--- config.mk ---
export PLATFORM = sky130hd
export DESIGN_NAME = pattern_scan_ctrl
export DESIGN_NICKNAME = d
export VERILOG_FILES = /design/src/rtl/pattern_scan_ctrl.sv
export SDC_FILE = /design/constraint.sdc
export NUM_CORES = 1
export LEC_CHECK = 0
export CELL_PAD_IN_SITES_DETAIL_PLACEMENT = 1
export CELL_PAD_IN_SITES_GLOBAL_PLACEMENT = 2
export CORE_ASPECT_RATIO = 1.25
export CORE_MARGIN = 2
export CORE_UTILIZATION = 32
export DETAILED_ROUTE_END_ITERATION = 8
export PLACE_DENSITY = 0.76
export SLEW_MARGIN = 10
export SYNTH_ARGS = -nofsm -noshare
export SYNTH_HDL_FRONTEND = slang
export SYNTH_SLANG_ARGS = --single-unit
--- constraint.sdc ---
create_clock -name clock -period 2.2 [get_ports clock]
set_input_delay 0.44 -clock clock [delete_from_list [all_inputs] [get_ports clock]]
set_output_delay 0.44 -clock clock [all_outputs]
set_load 0.02 [all_outputs]
--- src/rtl/pattern_scan_ctrl.sv ---
// pattern_scan_ctrl: sequencing controller for a 4-bit serial pattern detector.
// It accepts a scan command (pattern, overlap mode, frame length) and pulls
// that many bits through a valid/ready handshake. For each bit it flags a
// match, counts the matches (saturating) and pulses done when the frame ends.
// Optional feature: define MATCH_LIMIT_EN to add a match_limit input. A
// nonzero limit ends the scan early, on the match that reaches the limit.
module pattern_scan_ctrl #(
  parameter int LEN_W = 8,
  parameter int CNT_W = 8
) (
  input  logic             clock,
  input  logic             rst_n,
  input  logic             start,
  input  logic [3:0]       pattern,
  input  logic             mode,
  input  logic [LEN_W-1:0] frame_len,
`ifdef MATCH_LIMIT_EN
  input  logic [CNT_W-1:0] match_limit,
`endif
  input  logic             abort,
  input  logic             bit_valid,
  input  logic             bit_in,
  output logic             bit_ready,
  output logic             busy,
  output logic             match_pulse,
  output logic             done,
  output logic [CNT_W-1:0] match_count
);

  typedef enum logic [1:0] {IDLE, SCAN, DONE} state_t;

  state_t           state;
  logic [3:0]       pat_q;
  logic             mode_q;
  logic [LEN_W-1:0] len_q;
  logic [3:0]       history;
  logic [LEN_W-1:0] bit_cnt;
  logic [2:0]       since_cnt;

  logic             accept;
  logic [3:0]       window_next;
  logic [2:0]       since_inc;
  logic             is_match;
  logic [CNT_W-1:0] count_inc;
  logic [LEN_W-1:0] bit_cnt_inc;
  logic             last_bit;
  logic             limit_hit;

`ifdef MATCH_LIMIT_EN
  logic [CNT_W-1:0] limit_q;
`endif

  assign bit_ready = (state == SCAN) && !abort;
  assign busy      = (state != IDLE);

  // Next-value terms for the bit that may be accepted this cycle
  always_comb begin
    accept      = (state == SCAN) && bit_valid && !abort;
    window_next = {history[2:0], bit_in};
    since_inc   = (since_cnt >= 3'd4) ? 3'd4 : since_cnt + 3'd1;
    is_match    = accept && (window_next == pat_q) && (since_inc >= 3'd4);
    count_inc   = (match_count == {CNT_W{1'b1}}) ? match_count : match_count + CNT_W'(1);
    bit_cnt_inc = bit_cnt + LEN_W'(1);
    last_bit    = (bit_cnt_inc == len_q);
`ifdef MATCH_LIMIT_EN
    limit_hit   = is_match && (limit_q != '0) && (count_inc == limit_q);
`else
    limit_hit   = 1'b0;
`endif
  end

  // Controller FSM with its counters, history window and registered pulses
  always_ff @(posedge clock or negedge rst_n) begin
    if (!rst_n) begin
      state       <= IDLE;
      pat_q       <= '0;
      mode_q      <= 1'b0;
      len_q       <= '0;
      history     <= '0;
      bit_cnt     <= '0;
      since_cnt   <= '0;
      match_pulse <= 1'b0;
      done        <= 1'b0;
      match_count <= '0;
`ifdef MATCH_LIMIT_EN
      limit_q     <= '0;
`endif
    end else begin
      match_pulse <= 1'b0;
      done        <= 1'b0;
      case (state)
        IDLE: begin
          if (start) begin
            pat_q       <= pattern;
            mode_q      <= mode;
            len_q       <= frame_len;
`ifdef MATCH_LIMIT_EN
            limit_q     <= match_limit;
`endif
            match_count <= '0;
            bit_cnt     <= '0;
            since_cnt   <= '0;
            if (frame_len == '0) begin
              state <= DONE;
              done  <= 1'b1;
            end else begin
              state <= SCAN;
            end
          end
        end
        SCAN: begin
          if (abort) begin
            state <= IDLE;
          end else if (accept) begin
            history <= window_next;
            bit_cnt <= bit_cnt_inc;
            if (is_match) begin
              match_pulse <= 1'b1;
              match_count <= count_inc;
              since_cnt   <= mode_q ? since_inc : 3'd0;
            end else begin
              since_cnt   <= since_inc;
            end
            if (last_bit || limit_hit) begin
              state <= DONE;
              done  <= 1'b1;
            end
          end
        end
        DONE: begin
          state <= IDLE;
        end
        default: begin
          state <= IDLE;
        end
      endcase
    end
  end

endmodule

==> results of run 1 <==
## cells in the mapped netlist (all sizes together), types with 2 or more instances
master	number
xnor2	11
dfrtp	39
and2	3
o21ai	14
a21oi	7
nand4	5
nand3	5
xor2	4
nor4	4
ha	4
and3	2
clkbuf	5
nor2b	2
inv	4
o31ai	4
buf	4
nor2	12
nand2b	3
a22o	3
mux2i	3
a31o	3
nor3	4
nand2	72
## metrics by stage
| stage | setup slack [ps] | utilization | hold WS [ps] | TNS (ps) |
|---|---|---|---|---|
| 2_1_floorplan | 442 | - | 144 | 0 |
| 3_3_place_gp | -22.1 | 0.402 | 473 | -22.1 |
| 3_5_place_dp | -41.7 | 0.402 | 476 | -74.9 |
| 4_1_cts | 246 | 0.415 | 221 | 0 |
| 5_1_grt | 192 | 0.415 | 257 | 0 |
| 6_report | 257 | 0.415 | 199 | 0 |
## cells by family (layout without fill, tap and decap cells)
| logic type | after synthesis | after routing |
|---|---|---|
| and+or+nand+nor | 116 | 116 |
| DFF | 39 | 39 |
| AOI/OAI and AO/OA | 37 | 37 |
| xor gates and xnor gates | 15 | 15 |
| buffers and inverters | 13 | 53 |
| adders and majority gates | 4 | 4 |
| muxes | 4 | 4 |
## critical path: stages
cell,delay [ps]
clkdlybuf4s50_1,440
and4bb_1,360
o21ai_4,110
nor4_1,270
buf_4,180
nor4b_1,60
mux2_2,260
## power by group through the flow
stage / registers (mW) / logic (mW) / clock network [mW]
after detailed placement: 0.938 / 0.485 / 0
after floorplan: 0.912 / 0.329 / 0
after global placement: 0.934 / 0.477 / 0
after CTS: 0.923 / 0.486 / 0.493
after global routing: 0.938 / 0.533 / 0.517
final: 0.921 / 0.474 / 0.466
## state kept, by name (all words and copies together) (netlist names)
name         count
bit_cnt          8
done             1
history          3
len_q            8
match_count      8
match_pulse      1
mode_q           1
pat_q            4
since_cnt        3
state            2
## area by class of cell
cell class | count | share of cell area
Multi-Input combinational cell | 176 | 0.392
Sequential cell | 39 | 0.381
Timing Repair Buffer | 41 | 0.147
Tap cell | 85 | 0.0416
Clock buffer | 7 | 0.0298
Inverter | 4 | 0.00587
Clock inverter | 1 | 0.00196
## layer usage
metal	wire, um	global-route usage	part of all wire	vias up
met5	0	0	0	-
met4	94	0.0658	0.019	0
met3	124	0.0194	0.025	5
met2	2410	0.245	0.49	29
met1	2310	0.196	0.47	836
li1	-	-	-	851
## worst max-delay path by stage
stage / end / depth (start not counted) / startpoint
floorplan: bit_cnt[6]$_DFFE_PN0P_ / 4 / abort
global placement: bit_ready / 3 / abort
detailed placement: since_cnt[0]$_DFFE_PN0P_ / 7 / bit_in
CTS: bit_ready / 3 / abort
global route: busy / 3 / state[0]$_DFFE_PN0P_
finish: since_cnt[0]$_DFFE_PN0P_ / 7 / abort
==> qor.csv, run 1 <==
stage,metric,value,unit
grt,track_usage,0.150,
synthesis,synth-xor-area-share,0.0643,
critical_path,startpoint_type,input pin,
power,leakagePower,1.15,nW
layout,drive_above_1_share,0.0821,
grt,grt_pass1_wl,7850,um
power,comb_power_share,0.255,
die,ios,31,
power,p_int,1.27,mW
grt,grt.overflow.total,0,
sta,rsz0062_at_grt,false,
synthesis,synthMuxAreaShare,0.0202,
sta,slew_violations,0,
die,start_util,0.332,
layout,multi_input_area,1000,um^2
die,die_x,75.5,um
synthesis,synth_flop_cell,dfrtp_1,
synthesis,synth_compound_area_frac,0.122,
synthesis,synth_top_family_by_area,simple AND/OR/NAND/NOR gates,
grt,antenna_found_initial,0,
sta,maxSlewHeadroom,0.598,
synthesis,ys_ff_latch,39,
critical_path,reg2reg_from,state[1]$_DFFE_PN0P_,
die,row_count,32,
sta,finalHoldViolCount,0,
clocking,cts_resized,1,
clocking,cts_made_buffers,5,
layout,register_area,976,um^2
clocking,hold_buffers,0,
layout,layout_commonest_cell,nand2_1,
sta,post-route-min-period,1940,ps
min_path,min_path_type,input pin to async pin,
synthesis,syn-num-nets,251,
synthesis,async_flop_share,1.00,
synthesis,synth_area,2040,um^2
grt,grt_max_degree,40,
synthesis,synth_area_leaders,"dfrtp_1 48%, nand2_1 13%, xnor2_1 4.7%",
clocking,clk-insertion-delay-late,290,ps
synthesis,synth-edff-count,0,
clocking,htree_levels,2,
critical_path,critPathArrivalTime,2120,ps
synthesis,syn_inst,228,
run_status,outcome,"complete, no violations",
routing,wl_per_cell,14.0,um
critical_path,required,2380,ps
clocking,cts_max_path_buffers,2,
routing,drtIter0Drc,37,
placed_design,port-buffer-count,30,
synthesis,yosys_warnings,0,
power,power-per-cell-area,728,nW/um^2
layout,antenna_cells,0,
routing,vias,1721,
synthesis,netlist.area_leader.share,0.477,
die,core-area,6170,um^2
power,power,1.86,mW
power,p_switching,592,uW
power,clock_power_share,0.250,
routing,vias_per_cell,4.88,
flow_run,maxCapViolCount,0,
placed_design,dp_hpwl,3710,um
power,swShare,0.318,
sta,worst_pin_slew,597,ps
layout,finalNetCount,290,
synthesis,avgSynthCellArea,8.97,um^2
placed_design,dpl-instance-area,2480,um^2
critical_path,crit_type,input pin to flop,
sta,fin_crit_sh,0.883,
critical_path,timing.critical_path.to_type,flop,
synthesis,synth_cell_types,39,
routing,first_pass_iters,4,
die,die_area,7050,um^2
critical_path,path_max_fanout,4,
clocking,cts-root-buf,clkbuf_8,
clocking,clkTransAtPathRegs,70,ps
layout,area_growth_syn_to_layout,25.2,%
critical_path,reg2reg_setup_slack,410,ps
power,ir_drop,0.249,mV
placed_design,place_congestion,0.760,
synthesis,synth_simple_gate_area_share,0.259,
clocking,cts_sinks,39,
synthesis,ys_seq_area_frac,0.477,
clocking,post_cts_buffers,0,
routing,totalWireLength,4940,um
die,die_h,93.4,um
sta,skew,4.57,ps
placed_design,dp.cells,345,
routing,detail-route-antenna-nets,0,
layout,layout_common_cells,"72 x nand2_1, 39 x dfrtp_1, 28 x clkdlybuf4s50_1",
layout,finalNonFillerCells,353,
critical_path,r2r-end,since_cnt[0]$_DFFE_PN0P_,
power,seqPwrFrac,0.495,
synthesis,synth_fa_ha_area_frac,0.0245,
grt,grt_pass1_vias,1635,
synthesis,yosys.area.top_type,dfrtp_1,
sta,timing.fmax,515,MHz
clocking,cts_tree,built,
layout,filler_cell_count,759,
routing,drc,0,
sta,setup_viol_count_final,0,
critical_path,rr_worst_depth,6,
layout,stdcell_area,2560,um^2
(Power assumes the default switching activity.)
==> run 2: changes to the inputs <==
==> config.mk (replaced) <==
export PLATFORM = sky130hd
export DESIGN_NAME = pattern_scan_ctrl
export DESIGN_NICKNAME = d
export VERILOG_FILES = /design/src/rtl/pattern_scan_ctrl.sv
export SDC_FILE = /design/constraint.sdc
export NUM_CORES = 1
export LEC_CHECK = 0
export CORE_ASPECT_RATIO = 1.25
export CORE_MARGIN = 2
export CORE_UTILIZATION = 40
export DETAILED_ROUTE_END_ITERATION = 8
export PLACE_DENSITY = 0.6
export SLEW_MARGIN = 10
export SYNTH_ARGS = -nofsm -noshare
export SYNTH_HDL_FRONTEND = slang
export SYNTH_SLANG_ARGS = --single-unit
==> run 2 against run 1 <==
Net effect:
- total power rose by 0.28%
- count of clock-buffer cells in the layout fell by 1
- global-route usage rose by 3.1 points
- highest routed layer unchanged
==> qor.csv, run 2 (synthesized netlist as in run 1, its figures left out) <==
stage,metric,value,unit
run_status,outcome,"complete, no violations",
critical_path,timing.critical_path.to_type,output pin,
routing,vias_per_cell,5.14,
clocking,clk-insertion-delay-late,290,ps
clocking,hold_buffers,0,
critical_path,required,1760,ps
routing,detail-route-antenna-nets,0,
sta,worst_pin_slew,521,ps
clocking,cts_tree,built,
sta,timing.fmax,510,MHz
routing,drc,0,
critical_path,path_max_fanout,3,
critical_path,slowest_stage,clkdlybuf4s50_1,
placed_design,port-buffer-count,30,
clocking,clkTransAtPathRegs,80,ps
sta,setup_viol_count_final,0,
sta,post-route-min-period,1960,ps
sta,maxSlewHeadroom,0.652,
die,die_x,67.9,um
clocking,cts_max_path_buffers,2,
routing,vias,1697,
die,core-area,5010,um^2
layout,final_util,0.506,
power,ir_drop,0.390,mV
clocking,post_cts_buffers,0,
layout,finalNetCount,290,
grt,grt.overflow.total,0,
min_path,min_path_type,input pin to async pin,
placed_design,place_congestion,0.733,
grt,grt_pass1_wl,7890,um
layout,area_growth_syn_to_layout,23.9,%
layout,layout_commonest_cell,nand2_1,
placed_design,dp_hpwl,3200,um
clocking,cts-root-buf,clkbuf_8,
sta,slew_violations,0,
sta,setup_ws,238,ps
power,leakagePower,1.15,nW
flow_run,maxCapViolCount,0,
die,die_h,83.9,um
critical_path,cp_cell_sequence,clkdlybuf4s50_1 -> nor3b_1 -> dlygate4sd2_1,
sta,fin_crit_sh,0.892,
grt,grt_max_degree,40,
grt,antenna_found_initial,0,
power,power,1.87,mW
placed_design,post-place-ws,-38.5,ps
layout,layout_common_cells,"72 x nand2_1, 39 x dfrtp_1, 28 x clkdlybuf4s50_1",
die,die_area,5700,um^2
layout,finalNonFillerCells,330,
critical_path,max_stage_delay,450,ps
grt,grt_pass1_vias,1698,
layout,drive_above_1_share,0.0858,
placed_design,dp.cells,322,
clocking,htree_levels,2,
die,row_count,29,
routing,wl_per_cell,13.5,um
routing,totalWireLength,4460,um
layout,reg.largest.list,"bit_cnt (8), len_q (8), match_count (8)",
sta,rsz0062_at_grt,false,
layout,antenna_cells,0,
die,ios,31,
sta,finalHoldViolCount,0,
critical_path,startpoint_type,input pin,
clocking,cts_resized,1,
grt,track_usage,0.181,
clocking,cts_sinks,39,
clocking,cts_made_buffers,5,
routing,first_pass_iters,4,
routing,drtIter0Drc,105,
critical_path,critPathArrivalTime,1520,ps
die,start_util,0.408,
critical_path,crit_type,input pin to output pin,
sta,skew,9.14,ps
power,power-per-cell-area,737,nW/um^2
## run 2: cell count changes in the layout (fill, tap and decap cells not counted), sizes merged
| cell | before | now |
|---|---|---|
| clkinvlp | 0 | 1 |
| clkbuf | 7 | 6 |
## run 2: final timing paths
kind | to | slack [ps] | start | cells past startpoint
min in group clock | len_q[4]$_DFFE_PN0P_ | 500 | len_q[4]$_DFFE_PN0P_ | 2
max | bit_ready | 240 | abort | 3
max reg2reg | state[1]$_DFFE_PN0P_ | 400 | bit_cnt[0]$_DFFE_PN0P_ | 6
max in group asynchronous | len_q[0]$_DFFE_PN0P_ | 1650 | rst_n | 2
min | bit_cnt[0]$_DFFE_PN0P_ | 200 | rst_n | 2
min reg2reg | len_q[4]$_DFFE_PN0P_ | 500 | len_q[4]$_DFFE_PN0P_ | 2
## run 2: critical path, delay by kind of cell
| family | cells | cell delay [ps] |
|---|---|---|
| buffers and inverters | 2 | 820 |
| and+or+nand+nor | 1 | 270 |
## run 2: cell type report
cell class              instances  area [um^2]
repair buffers                 41          377
inverters                       4         15.0
well taps                      62         77.6
flip-flops and latches         39          976
clock inverters                 2         12.5
clock buffers                   6         72.6
fillers                       496         2470
multi-input cells             176         1000
## run 2: where the power goes
| part | internal [mW] | switching [mW] | total, mW |
|---|---|---|---|
| Sequential | 0.826 | 0.0961 | 0.922 |
| Combinational | 0.218 | 0.242 | 0.460 |
| Clock | 0.222 | 0.263 | 0.485 |
## run 2: through the flow
stage | hold WS [ps] | setup TNS, ps | instance area, um^2
2_1_floorplan | 144 | 0 | 2040
3_3_place_gp | 481 | -17.8 | 2450
3_5_place_dp | 487 | -38.5 | 2450
4_1_cts | 210 | 0 | 2530
5_1_grt | 248 | 0 | 2530
6_report | 195 | 0 | 2530
## run 2: layer usage
layer	wire length, um	vias to the layer above	GRT usage
met5	0	-	0
met4	30	0	0.0618
met3	231	2	0.0432
met2	2200	43	0.275
met1	2000	801	0.251
li1	-	851	-
